--- src/rtl/scroll_pkg.sv ---
// Shared types, default tuning constants and saturating offset helpers
// for the side-scrolling view controller.
package scroll_pkg;

  typedef enum logic [1:0] {IDLE, SCROLL, STUN, DONE} scroll_state_t;
  typedef enum logic [1:0] {DIR_NONE, DIR_FWD, DIR_BACK} scroll_dir_t;

  localparam int          DEF_MAX_OFFSET   = 2096;
  localparam logic [10:0] DEF_RIGHT_THRESH = 11'd800;
  localparam logic [10:0] DEF_LEFT_THRESH  = 11'd400;
  localparam int          DEF_MAX_SPEED    = 4;
  localparam int          DEF_RAMP_FRAMES  = 8;
  localparam int          DEF_STUN_FRAMES  = 30;
  localparam int          DEF_KNOCKBACK    = 64;

  // 13-bit intermediate so the sum can exceed the limit without wrapping.
  function automatic logic [11:0] sat_add(input logic [11:0] a,
                                          input logic [12:0] b,
                                          input logic [11:0] limit);
    logic [12:0] sum;
    sum = {1'b0, a} + b;
    return (sum > {1'b0, limit}) ? limit : sum[11:0];
  endfunction

  function automatic logic [11:0] sat_sub(input logic [11:0] a,
                                          input logic [12:0] b);
    return (b > {1'b0, a}) ? 12'd0 : (a - b[11:0]);
  endfunction

endpackage

--- src/rtl/scroll_speed_ramp.sv ---
// Tracks the run of consecutive same-direction frames and ramps the
// scroll step from 1 up to MAX_SPEED.
module scroll_speed_ramp
  import scroll_pkg::*;
#(
  parameter int MAX_SPEED   = DEF_MAX_SPEED,
  parameter int RAMP_FRAMES = DEF_RAMP_FRAMES
) (
  input  logic        pixel_clk_in,
  input  logic        rst_in,
  input  logic        update,
  input  logic        clear,
  input  scroll_dir_t dir,
  output logic [2:0]  speed,
  output logic [2:0]  step
);

  localparam int RAMP_W = (RAMP_FRAMES > 1) ? $clog2(RAMP_FRAMES) : 1;

  scroll_dir_t       last_dir;
  logic [RAMP_W-1:0] ramp_cnt;

  // A reversal moves by a single pixel rather than at the old run's speed.
  assign step = (dir == last_dir) ? speed : 3'd1;

  always_ff @(posedge pixel_clk_in) begin
    if (rst_in || clear) begin
      speed    <= 3'd1;
      ramp_cnt <= '0;
      last_dir <= DIR_NONE;
    end else if (update) begin
      if (dir == DIR_NONE) begin
        speed    <= 3'd1;
        ramp_cnt <= '0;
        last_dir <= DIR_NONE;
      end else if (dir != last_dir) begin
        speed    <= 3'd1;
        ramp_cnt <= RAMP_W'(1);
        last_dir <= dir;
      end else if (ramp_cnt == RAMP_W'(RAMP_FRAMES - 1)) begin
        ramp_cnt <= '0;
        if (speed < 3'(MAX_SPEED))
          speed <= speed + 3'd1;
      end else begin
        ramp_cnt <= ramp_cnt + RAMP_W'(1);
      end
    end
  end

endmodule

--- src/rtl/scroll_controller.sv ---
// Frame-synchronous scroll controller: steers the view offset from the hand
// centroid, with knockback/stun on collisions and a level-complete state.
module scroll_controller
  import scroll_pkg::*;
#(
  parameter int          MAX_OFFSET   = DEF_MAX_OFFSET,
  parameter logic [10:0] RIGHT_THRESH = DEF_RIGHT_THRESH,
  parameter logic [10:0] LEFT_THRESH  = DEF_LEFT_THRESH,
  parameter int          MAX_SPEED    = DEF_MAX_SPEED,
  parameter int          RAMP_FRAMES  = DEF_RAMP_FRAMES,
  parameter int          STUN_FRAMES  = DEF_STUN_FRAMES,
  parameter int          KNOCKBACK    = DEF_KNOCKBACK
) (
  input  logic        pixel_clk_in,
  input  logic        rst_in,
  input  logic        new_frame,
  input  logic        enable,
  input  logic [10:0] x_center_mass,
  input  logic        collision_output,
  output logic [11:0] offset,
  output logic [2:0]  speed,
  output logic        stunned,
  output logic        level_done
);

  localparam int          STUN_W  = (STUN_FRAMES > 1) ? $clog2(STUN_FRAMES) : 1;
  localparam logic [11:0] MAX_OFF = 12'(MAX_OFFSET);
  localparam logic [12:0] KNOCK   = 13'(KNOCKBACK);

  scroll_state_t     state, state_n;
  scroll_dir_t       dir;
  logic [11:0]       offset_n;
  logic [STUN_W-1:0] stun_cnt, stun_n;
  logic              coll_latch, coll_seen;
  logic              ramp_update, ramp_clear;
  logic [2:0]        step;

  // A hit on the frame-boundary cycle still belongs to the frame that is ending.
  assign coll_seen  = coll_latch | collision_output;
  assign stunned    = (state == STUN);
  assign level_done = (state == DONE);

  always_ff @(posedge pixel_clk_in) begin
    if (rst_in) begin
      state      <= IDLE;
      offset     <= '0;
      stun_cnt   <= '0;
      coll_latch <= 1'b0;
    end else begin
      state      <= state_n;
      offset     <= offset_n;
      stun_cnt   <= stun_n;
      coll_latch <= new_frame ? 1'b0 : coll_seen;
    end
  end

  always_comb begin
    dir = DIR_NONE;
    if (x_center_mass > RIGHT_THRESH)
      dir = DIR_FWD;
    else if (x_center_mass < LEFT_THRESH)
      dir = DIR_BACK;
  end

  always_comb begin
    state_n     = state;
    offset_n    = offset;
    stun_n      = stun_cnt;
    ramp_update = 1'b0;
    ramp_clear  = 1'b0;
    if (new_frame) begin
      if (!enable) begin
        state_n = IDLE;
      end else begin
        case (state)
          IDLE: state_n = SCROLL;
          SCROLL: begin
            if (coll_seen) begin
              offset_n   = sat_sub(offset, KNOCK);
              stun_n     = STUN_W'(STUN_FRAMES - 1);
              ramp_clear = 1'b1;
              state_n    = STUN;
            end else begin
              ramp_update = 1'b1;
              if (dir == DIR_FWD) begin
                offset_n = sat_add(offset, {10'd0, step}, MAX_OFF);
                if (offset_n == MAX_OFF)
                  state_n = DONE;
              end else if (dir == DIR_BACK) begin
                offset_n = sat_sub(offset, {10'd0, step});
              end
            end
          end
          STUN: begin
            if (stun_cnt == '0)
              state_n = SCROLL;
            else
              stun_n = stun_cnt - STUN_W'(1);
          end
          default: ;
        endcase
      end
    end
  end

  scroll_speed_ramp #(
    .MAX_SPEED  (MAX_SPEED),
    .RAMP_FRAMES(RAMP_FRAMES)
  ) u_ramp (
    .pixel_clk_in(pixel_clk_in),
    .rst_in      (rst_in),
    .update      (ramp_update),
    .clear       (ramp_clear),
    .dir         (dir),
    .speed       (speed),
    .step        (step)
  );

endmodule

--- config.mk ---
export PLATFORM = sky130hd
export DESIGN_NAME = scroll_controller
export DESIGN_NICKNAME = d
export VERILOG_FILES = /design/src/rtl/scroll_pkg.sv /design/src/rtl/scroll_speed_ramp.sv /design/src/rtl/scroll_controller.sv
export SDC_FILE = /design/constraint.sdc
export NUM_CORES = 1
export LEC_CHECK = 0
export ABC_AREA = 1
export CORE_MARGIN = 3
export CORE_UTILIZATION = 54
export CTS_CLUSTER_SIZE = 10
export DETAILED_ROUTE_END_ITERATION = 8
export GPL_TIMING_DRIVEN = 0
export PLACE_DENSITY = 0.85
export SLEW_MARGIN = 30
export SYNTH_ARGS = -nofsm -noshare
export SYNTH_HDL_FRONTEND = slang
export SYNTH_SLANG_ARGS = --single-unit
--- constraint.sdc ---
create_clock -name pixel_clk_in -period 9.3 [get_ports pixel_clk_in]
set_input_delay 1.395 -clock pixel_clk_in [delete_from_list [all_inputs] [get_ports pixel_clk_in]]
set_output_delay 1.395 -clock pixel_clk_in [all_outputs]
set_load 0.01 [all_outputs]
* Word-level counts from Yosys, hierarchy flattened
Index checks and enable logic that the tools add are counted.
** Word-level totals
- Flip-flop bits (word level) :: 28
- Latch bits :: 0
- Memory bits (writable) :: 0
- ROM bits :: 0
- Input bits :: 16
- Memories kept :: 0
** Cells by class
- Add/subtract/negate cells :: 6
- Multipliers :: 0
- Div/mod/pow operators :: 0
- Magnitude comparators :: 6
- Equal/unequal tests :: 15
- Shift operators :: 0
- Multiplexer cells :: 35
- Bitwise operators :: 1
- Reductions and logical operators :: 15
** Operator list (count)
- 12-bit two-way mux :: 6
- 3-bit two-way mux :: 8
- 2-bit two-way mux :: 9
- 12-bit by 3-bit adder with 13-bit output :: 1
- 13-bit by 12-bit > comparator with 1-bit output, second input constant :: 1
- 12-bit equality test, second input constant :: 1
- 3-bit by 12-bit > comparator with 1-bit output :: 1
- 7-bit by 12-bit > comparator with 1-bit output, first input constant :: 1
- 12-bit by 3-bit subtractor with 12-bit output :: 1
- 12-bit by 7-bit subtractor with 12-bit output, second input constant :: 1
- 11-bit by 10-bit > comparator with 1-bit output, second input constant :: 1
- 11-bit by 9-bit less-than comparator with 1-bit output, second input constant :: 1
- 5-bit two-way mux :: 2
- 5-bit one-hot mux with 2 select lines :: 1
- 5-bit AND reduction :: 2
- 3-bit nonzero test :: 3
- 1-bit two-way mux :: 8
- 4-bit != test, second input constant :: 2
- 3-bit by 1-bit adder with 3-bit output, second input constant :: 2
- 2-bit equality test, second input constant :: 3
- 2-bit one-hot mux with 3 select lines :: 1
- 5-bit zero test :: 1
- 5-bit by 1-bit subtractor with 5-bit output, second input constant :: 1
- 2-bit by 1-bit equality test with 1-bit output, second input constant :: 2
- 15 further kinds :: 18

* Logic depth before layout (Yosys ltp)
Gate-level depths: netlist of run 1.
- Depth after elaboration :: 14
- Depth in mapped cells :: 25
- Gate-level depth less buffers :: 25

* Modules after synthesis
From an unflattened synthesis of run 1, not the netlist that was laid out.
** Second synthesis, totals
- Cells, all modules :: 419
- Area, all modules :: 2768.9 µm²
** By module, submodules not included
- scroll_controller :: times used 1, cells an instance 354, area an instance 2314.7 µm²
- scroll_speed_ramp :: times used 1, cells an instance 65, area an instance 454.2 µm²

* Least setup slack after synthesis of run 1
Ideal clock, no wire load.
- Path kind :: input-to-reg
- From :: input port x_center_mass[2]
- To :: register offset[0]
- Data arrival time :: 4.022 ns
- Required time :: 9.162 ns
- Path slack :: 5.140 ns
- Stages on the path :: 22
- Buffers on the path :: 1
- Path through :: nor2_1 nand3_1 nand2_1 a21oi_2 nor2_4 xor2_1 nand2_1 or2_2 ha_1 fa_1 nand3_1 nand2_2 nand2_1 xor2_1 nor2_1 nand4_1 nand2_2 buf_6 nand2_2 nand2_1 nand3_1 a21oi_2
** Between the ends
- Longest elaborated chain between the ends :: 10
** Ends and longest elaborated chain
- from (decl) :: RTL line scroll_controller.sv:18 : input logic [10:0] x_center_mass,
- 11-bit by 9-bit less-than comparator with 1-bit output :: RTL line scroll_controller.sv:61 : else if (x_center_mass < LEFT_THRESH)
- 2-bit two-way mux :: RTL line scroll_controller.sv:61
- 2-bit two-way mux * :: RTL line scroll_controller.sv:59 : if (x_center_mass > RIGHT_THRESH)
- 2-bit equality test :: RTL line scroll_speed_ramp.sv:24 : assign step = (dir == last_dir) ? speed : 3'd1;
- 3-bit two-way mux :: RTL line scroll_speed_ramp.sv:24
- 12-bit by 3-bit adder with 13-bit output (tied with other cells) :: RTL line scroll_pkg.sv:21 : sum = {1'b0, a} + b;
- 13-bit by 12-bit > comparator with 1-bit output or 12-bit two-way mux (tied branches) :: RTL line scroll_pkg.sv:22, scroll_pkg.sv:27
- 12-bit two-way mux, on equally long branches :: RTL line scroll_pkg.sv:22, scroll_controller.sv:89
- 12-bit two-way mux :: RTL line scroll_controller.sv:85 : if (dir == DIR_FWD) begin
- 12-bit two-way mux :: RTL line scroll_controller.sv:78 : if (coll_seen) begin
- to (signal assigned) :: RTL line scroll_controller.sv:51 : offset <= offset_n;
- to (decl) :: RTL line scroll_controller.sv:20 : output logic [11:0] offset,
Every way passes the cells marked *; elsewhere a longest branch is shown, timed or not. The select of a mux whose other input is x is not followed.
A chain may end at the register's enable or synchronous reset.

* Worst setup path after layout of run 1
- From :: input port x_center_mass[2]
- To :: register offset[7]
The elaborated chain is that of the path after synthesis.

==> qor.yml, run 1 <==
sta:
  finalSetupViolations: 0
  max_slew_margin_pct: 46.3
  rsz0062_at_grt: "false"
  maxClockFrequency_mhz: 211
  finalHoldViolations: 0
  worst_pin_slew_ns: 0.806
  finalSetupTns_ns: 0
  fin_crit_ns: 4.74
  post-route-period-util_pct: 50.9
  drv_slew: 0
  clock-skew-final_ns: 0.00788
cts:
  cts_tree: "built"
  h-tree-depth: 1
  numClockSinks: 28
  clock_latency_ns: 0.28
  root_buffer: "clkbuf_8"
  cts_setup_buffers: 0
  numCtsBuffers: 3
  holdBufCountCts: 0
  path_clk_slew_ns: 0.09
  postCtsResizedCells: 0
  clockBufferDepth: 2
synthesis:
  avgSynthCellArea_um2: 6.37
  yosysSeqAreaShare_pct: 21.7
  yosysWarnings: 0
  synth_top_family_by_area: "simple AND/OR/NAND/NOR gates"
  synth-simple-area-share_pct: 37.9
  synthXorXnorAreaFrac_pct: 4.74
  synth_seq_cells: 28
  synth_mux_area_share_pct: 0
  synth_cells: 406
  synth.distinct_cells: 32
  netlist_area_mm2: 0.00258
  syn-num-nets: 441
  synthAdderAreaFrac_pct: 9.78
  synth_compound_area_share_pct: 13.9
global_route:
  antenna_found_initial: 0
  track_usage_pct: 24.2
  grt_pass1_wl_mm: 10.7
  grt_max_degree: 15
  grt_overflow: 0
  grt_pass1_vias: 2464
critical_path:
  reg2reg_depth: 19
  timing.rr.end: "offset[7]"
  crit_fanout: 10
  required_ns: 9.43
  end_kind: "flop"
  critPathLaunchType: "input port"
  r2r_start: "u_ramp.last_dir[1]"
  reg2reg_slack_ns: 6.27
  cp.arrival_ns: 4.87
  crit_start: "x_center_mass[2]"
  path_class: "in2reg"
power_and_ir_drop:
  peakVddDrop_mv: 0.0556
  power_frac_seq_pct: 47.8
  p_sw_uw: 86.8
  leakage_nw: 1.38
  p_sw_share_pct: 32.3
  clkPwrFrac_pct: 25.0
  p_per_area_mw_per_mm2: 89.5
  power_frac_comb_pct: 27.2
  p_int_uw: 182
floorplanning:
  core_mm2: 0.00447
  die_h_um: 75.2
  initial_core_util_pct: 57.8
  placementRows: 24
  ios: 33
  die_area_mm2: 0.00565
  die_x_um: 75.2
worst_hold_path:
  holdPathEnd: "stun_cnt[0]"
  min_delay_path_depth: 1
  hold_path_class: "reg2reg"
  hold_start: "stun_cnt[0]"
final_layout:
  nets: 477
  post-route-util_pct: 67.1
  multiInputGateArea_mm2: 0.00171
  syn2layout_area_growth_pct: 16.1
  drive_above_1_share_pct: 11.4
  seq_area_um2: 561
  fillers: 420
  antenna_cells: 0
placement:
  portBuffers: 31
  gp_congestion: 0.958
  dp_hpwl_mm: 5.01
route:
  firstDrtPassIters: 5
  drc: 0
  routed_wl_mm: 6.42
  viasPerCell: 5.53
  vias: 2719
  final_antenna_net_count: 0
  post_drt_wl_per_cell_um: 13.0
  drt_iter0_markers: 230
job:
  drv_cap: 0
outcome:
  outcome: "finished clean"
[per-stage QoR]
| step | total power, mW | area, um^2 | setup slack (ns) | cells | hold slack, ns |
|---|---|---|---|---|---|
| 5_1_grt | 0.287 | 3000 | 4.12 | 492 | 0.503 |
| 4_1_cts | 0.271 | 3000 | 4.58 | 492 | 0.476 |
| 3_3_place_gp | 0.200 | 2960 | 4.37 | 489 | 0.448 |
| 2_1_floorplan | 0.181 | 2580 | 5.14 | 406 | 0.431 |
| 6_report | 0.269 | 3000 | 4.56 | 492 | 0.470 |
| 3_5_place_dp | 0.203 | 2960 | 4.30 | 489 | 0.462 |
[power by group through the flow]
stage,Combinational [mW],Clock (mW),Sequential (mW)
after floorplan,0.0500,0,0.131
after global placement,0.0694,0,0.131
after detailed placement,0.0716,0,0.131
after CTS,0.0719,0.0705,0.128
after global routing,0.0828,0.0745,0.129
final,0.0730,0.0671,0.129
[Yosys cell counts]
master	count	area [um^2]
a21oi_1	18	90.1
a21oi_2	10	87.6
a21oi_4	1	16.3
a31oi_1	7	43.8
buf_2	2	10.0
buf_4	3	22.5
buf_6	2	22.5
clkbuf_1	3	11.3
dfxtp_1	28	561
fa_1	2	40.0
ha_1	17	213
inv_1	61	229
inv_2	4	15.0
nand2_1	95	357
nand2_2	8	50.1
nand3_1	40	200
nand3_2	5	50.1
nand3b_1	1	7.51
nand4_1	9	56.3
nor2_1	32	120
nor2_2	6	37.5
nor2_4	3	33.8
nor3_1	6	30.0
nor4_2	1	12.5
o21ai_0	21	105
o21ai_1	2	10.0
o22ai_1	1	6.26
or2_1	1	6.26
or2_2	2	12.5
or3_1	1	6.26
xnor2_1	1	8.76
xor2_1	13	114
[registers in the layout, indices dropped and copies added, names as in the netlist]
name	flops
offset	12
u_ramp.last_dir	2
stun_cnt	5
coll_latch	1
state	2
u_ramp.ramp_cnt	3
u_ramp.speed	3
[layout by cell type, fill, tap and decap left out, drive strengths merged]
| master | count |
|---|---|
| nand4 | 9 |
| o21ai | 23 |
| dfxtp | 28 |
| nor2 | 41 |
| o22ai | 1 |
| nor3 | 6 |
| or3 | 1 |
| nand3b | 1 |
| ha | 17 |
| nor4 | 1 |
| xor2 | 13 |
| nand2 | 103 |
| fa | 2 |
| nand3 | 45 |
| clkdlybuf4s50 | 31 |
| a21oi | 29 |
| xnor2 | 1 |
| a31oi | 7 |
| or2 | 3 |
| clkbuf | 6 |
| inv | 65 |
| buf | 7 |
[metal layers]
metal	up-vias	share of wire (%)	global-route usage, %
met3	21	7.4	2.80
met2	103	47	41.4
met4	0	2.0	7.38
li1	1372	-	-
met5	-	0	0
met1	1223	43	31.9
[kinds of logic after synthesis]
kind of cell | Yosys count
compound gates | 60
fa+ha+maj | 19
xor+xnor | 14
simple gates | 210
buf+inv | 75
flops | 28
[critical path, cell delays in order]
cell and delay, ns:
clkdlybuf4s50_1 0.40, nor2_1 0.10, nand3_1 0.07, nand2_1 0.08, a21oi_2 0.07, nor2_4 0.22
xor2_1 0.21, nand2_1 0.11, or2_2 0.31, ha_1 0.25, fa_1 0.44, nand3_1 0.12
nand2_2 0.10, nand2_1 0.09, xor2_1 0.22, nor2_1 0.10, nand4_1 0.11, nand2_2 0.07
buf_6 0.15, nand3_2 0.06, nand2_1 0.05, nand2_1 0.06, a21oi_2 0.05
[how the worst max path moves through the flow]
stage,to,slack [ns],cells past startpoint
final,offset[7],4.56,23
after global routing,offset[6],4.12,25
after CTS,offset[6],4.58,23
after detailed placement,offset[6],4.30,23
after global placement,offset[6],4.37,23
after floorplan,offset[0],5.14,22
[layout make-up]
cell class,count,share of cell area (%)
Buffer,10,2.21
Clock buffer,3,1.38
Inverter,65,8.13
Multi-Input combinational cell,303,57.1
Sequential cell,28,18.7
Tap cell,52,2.17
Timing Repair Buffer,31,10.3
(Power assumes the default switching activity.)
==> run 2: changes to the inputs <==
Settings changed: CORE_UTILIZATION 54 to 51, PLACE_DENSITY 0.85 to 0.84.
Clock period 9.3 ns to 4.2 ns, I/O delays scaled along.
==> run 2 against run 1 <==
Die area up 5.4%. Largest power group unchanged. Highest routed layer unchanged. Via count down 2.7%. Cell area up 1.2%. Sequential share of layout area down 0.22 points. Critical endpoint is now offset[6].
==> qor.yml, run 2 (same netlist as run 1, synthesis figures left out) <==
final_layout:
  antenna_cells: 0
  final_common_cell: "nand2_1"
  final_cell_mix: "nand2_1 (95), inv_1 (61), nand3_1 (40), nor2_1 (32), clkdlybuf4s50_1 (31)"
  post-route-util_pct: 63.1
  nets: 479
  syn2layout_area_growth_pct: 17.5
  drive_above_1_share_pct: 12.0
  largestRegisters: "offset x12, stun_cnt x5"
  largest_reg_flops: 12
  fin_cells: 509
  regMostFlops: "offset"
sta:
  max_slew_margin_pct: 50.1
  worst_pin_slew_ns: 0.749
  layout_setup_ws_ns: 0.389
  post-route-period-util_pct: 90.7
  clock-skew-final_ns: 0.00210
  finalHoldViolations: 0
  rsz0062_at_grt: "false"
  finalSetupViolations: 0
  finalSetupTns_ns: 0
  drv_slew: 0
  maxClockFrequency_mhz: 262
  fin_crit_ns: 3.81
route:
  final_antenna_net_count: 0
  vias: 2645
  drt_iter0_markers: 205
  viasPerCell: 5.20
  drc: 0
  post_drt_wl_per_cell_um: 12.4
  firstDrtPassIters: 4
  routed_wl_mm: 6.33
cts:
  root_buffer: "clkbuf_8"
  path_clk_slew_ns: 0.10
  cts_tree: "built"
  clockBufferDepth: 2
  h-tree-depth: 1
  numCtsBuffers: 3
  holdBufCountCts: 0
  clock_latency_ns: 0.27
  numClockSinks: 28
power_and_ir_drop:
  p_per_area_mw_per_mm2: 196
  leakage_nw: 1.38
  power_uw: 596
  peakVddDrop_mv: 0.172
worst_hold_path:
  hold_start: "stun_cnt[0]"
  hold_path_class: "reg2reg"
placement:
  portBuffers: 31
  dp_hpwl_mm: 4.99
  preCtsSetupSlack_ns: -0.0388
  gp_congestion: 0.960
  place_inst: 504
outcome:
  outcome: "finished clean"
global_route:
  grt_overflow: 0
  antenna_found_initial: 0
  grt_pass1_vias: 2570
  track_usage_pct: 22.6
  grt_max_degree: 15
  grt_pass1_wl_mm: 11.3
critical_path:
  cp.arrival_ns: 4.03
  r2r_start: "u_ramp.last_dir[1]"
  critPathLaunchType: "input port"
  crit_fanout: 10
  path_class: "in2reg"
  required_ns: 4.42
  end_kind: "flop"
  crit_start: "x_center_mass[2]"
floorplanning:
  die_h_um: 77.2
  core_mm2: 0.00482
  die_x_um: 77.2
  initial_core_util_pct: 53.7
  die_area_mm2: 0.00596
  placementRows: 25
  ios: 33
job:
  drv_cap: 0
run 2: routing by layer:
layer | up-vias | track usage [%] | share of wire [%]
met3 | 8 | 2.82 | 5.2
met5 | - | 0 | 0
li1 | 1381 | - | -
met1 | 1182 | 29.5 | 46
met2 | 74 | 39.2 | 48
met4 | 0 | 5.52 | 1.1
run 2: power breakdown:
| part | total [mW] | switching [mW] | internal (mW) | leakage [nW] |
|---|---|---|---|---|
| logic | 0.162 | 0.0981 | 0.0638 | 1.14 |
| clock network | 0.150 | 0.0854 | 0.0645 | 0.0216 |
| registers | 0.284 | 0.00818 | 0.276 | 0.227 |
run 2: path summary, 6_finish.rpt:
check,cells after the start,slack [ns],endpoint
worst max-delay path,23,0.39,offset[6]
worst min-delay path,1,0.47,stun_cnt[0]
worst max register to register,19,1.25,offset[6]
worst min register to register,1,0.47,stun_cnt[0]
run 2: timing repair:
item | in CTS | in global routing
endpoints found under the hold margin | 0 | 0
gates resized for setup | 0 | 1
endpoints found under the setup margin | 0 | 12
buffers inserted | 0 | 2
run 2: layout make-up:
cell class	instances	area [um^2]
fillers	489	1780
well taps	67	83.8
flip-flops and latches	28	561
clock buffers	3	41.3
inverters	65	244
multi-input cells	303	1720
repair buffers	33	325
plain buffers	10	66.3
run 2: stage by stage:
step                instance area, um^2  hold WS [ns]
finish                             3040         0.469
detailed placement                 2980         0.455
floorplan                          2580         0.431
global route                       3040         0.508
CTS                                3020         0.471
global placement                   2980         0.446
run 2: critical path, stage by stage:
cell and delay, ns:
clkdlybuf4s50_1 0.39, nor2_1 0.10, nand3_1 0.09, nand2_1 0.09, a21oi_2 0.07, nor2_4 0.13, xor2_1 0.20, nand2_1 0.10
or2_2 0.31, ha_1 0.24, fa_2 0.39, nand3_1 0.11, nand2_2 0.10, xor2_1 0.23, nor2_1 0.08, nand2_1 0.07
nand4_1 0.09, nand2_2 0.10, buf_6 0.16, nand3_1 0.10, nand2_1 0.07, nand2_1 0.06, a21oi_2 0.11
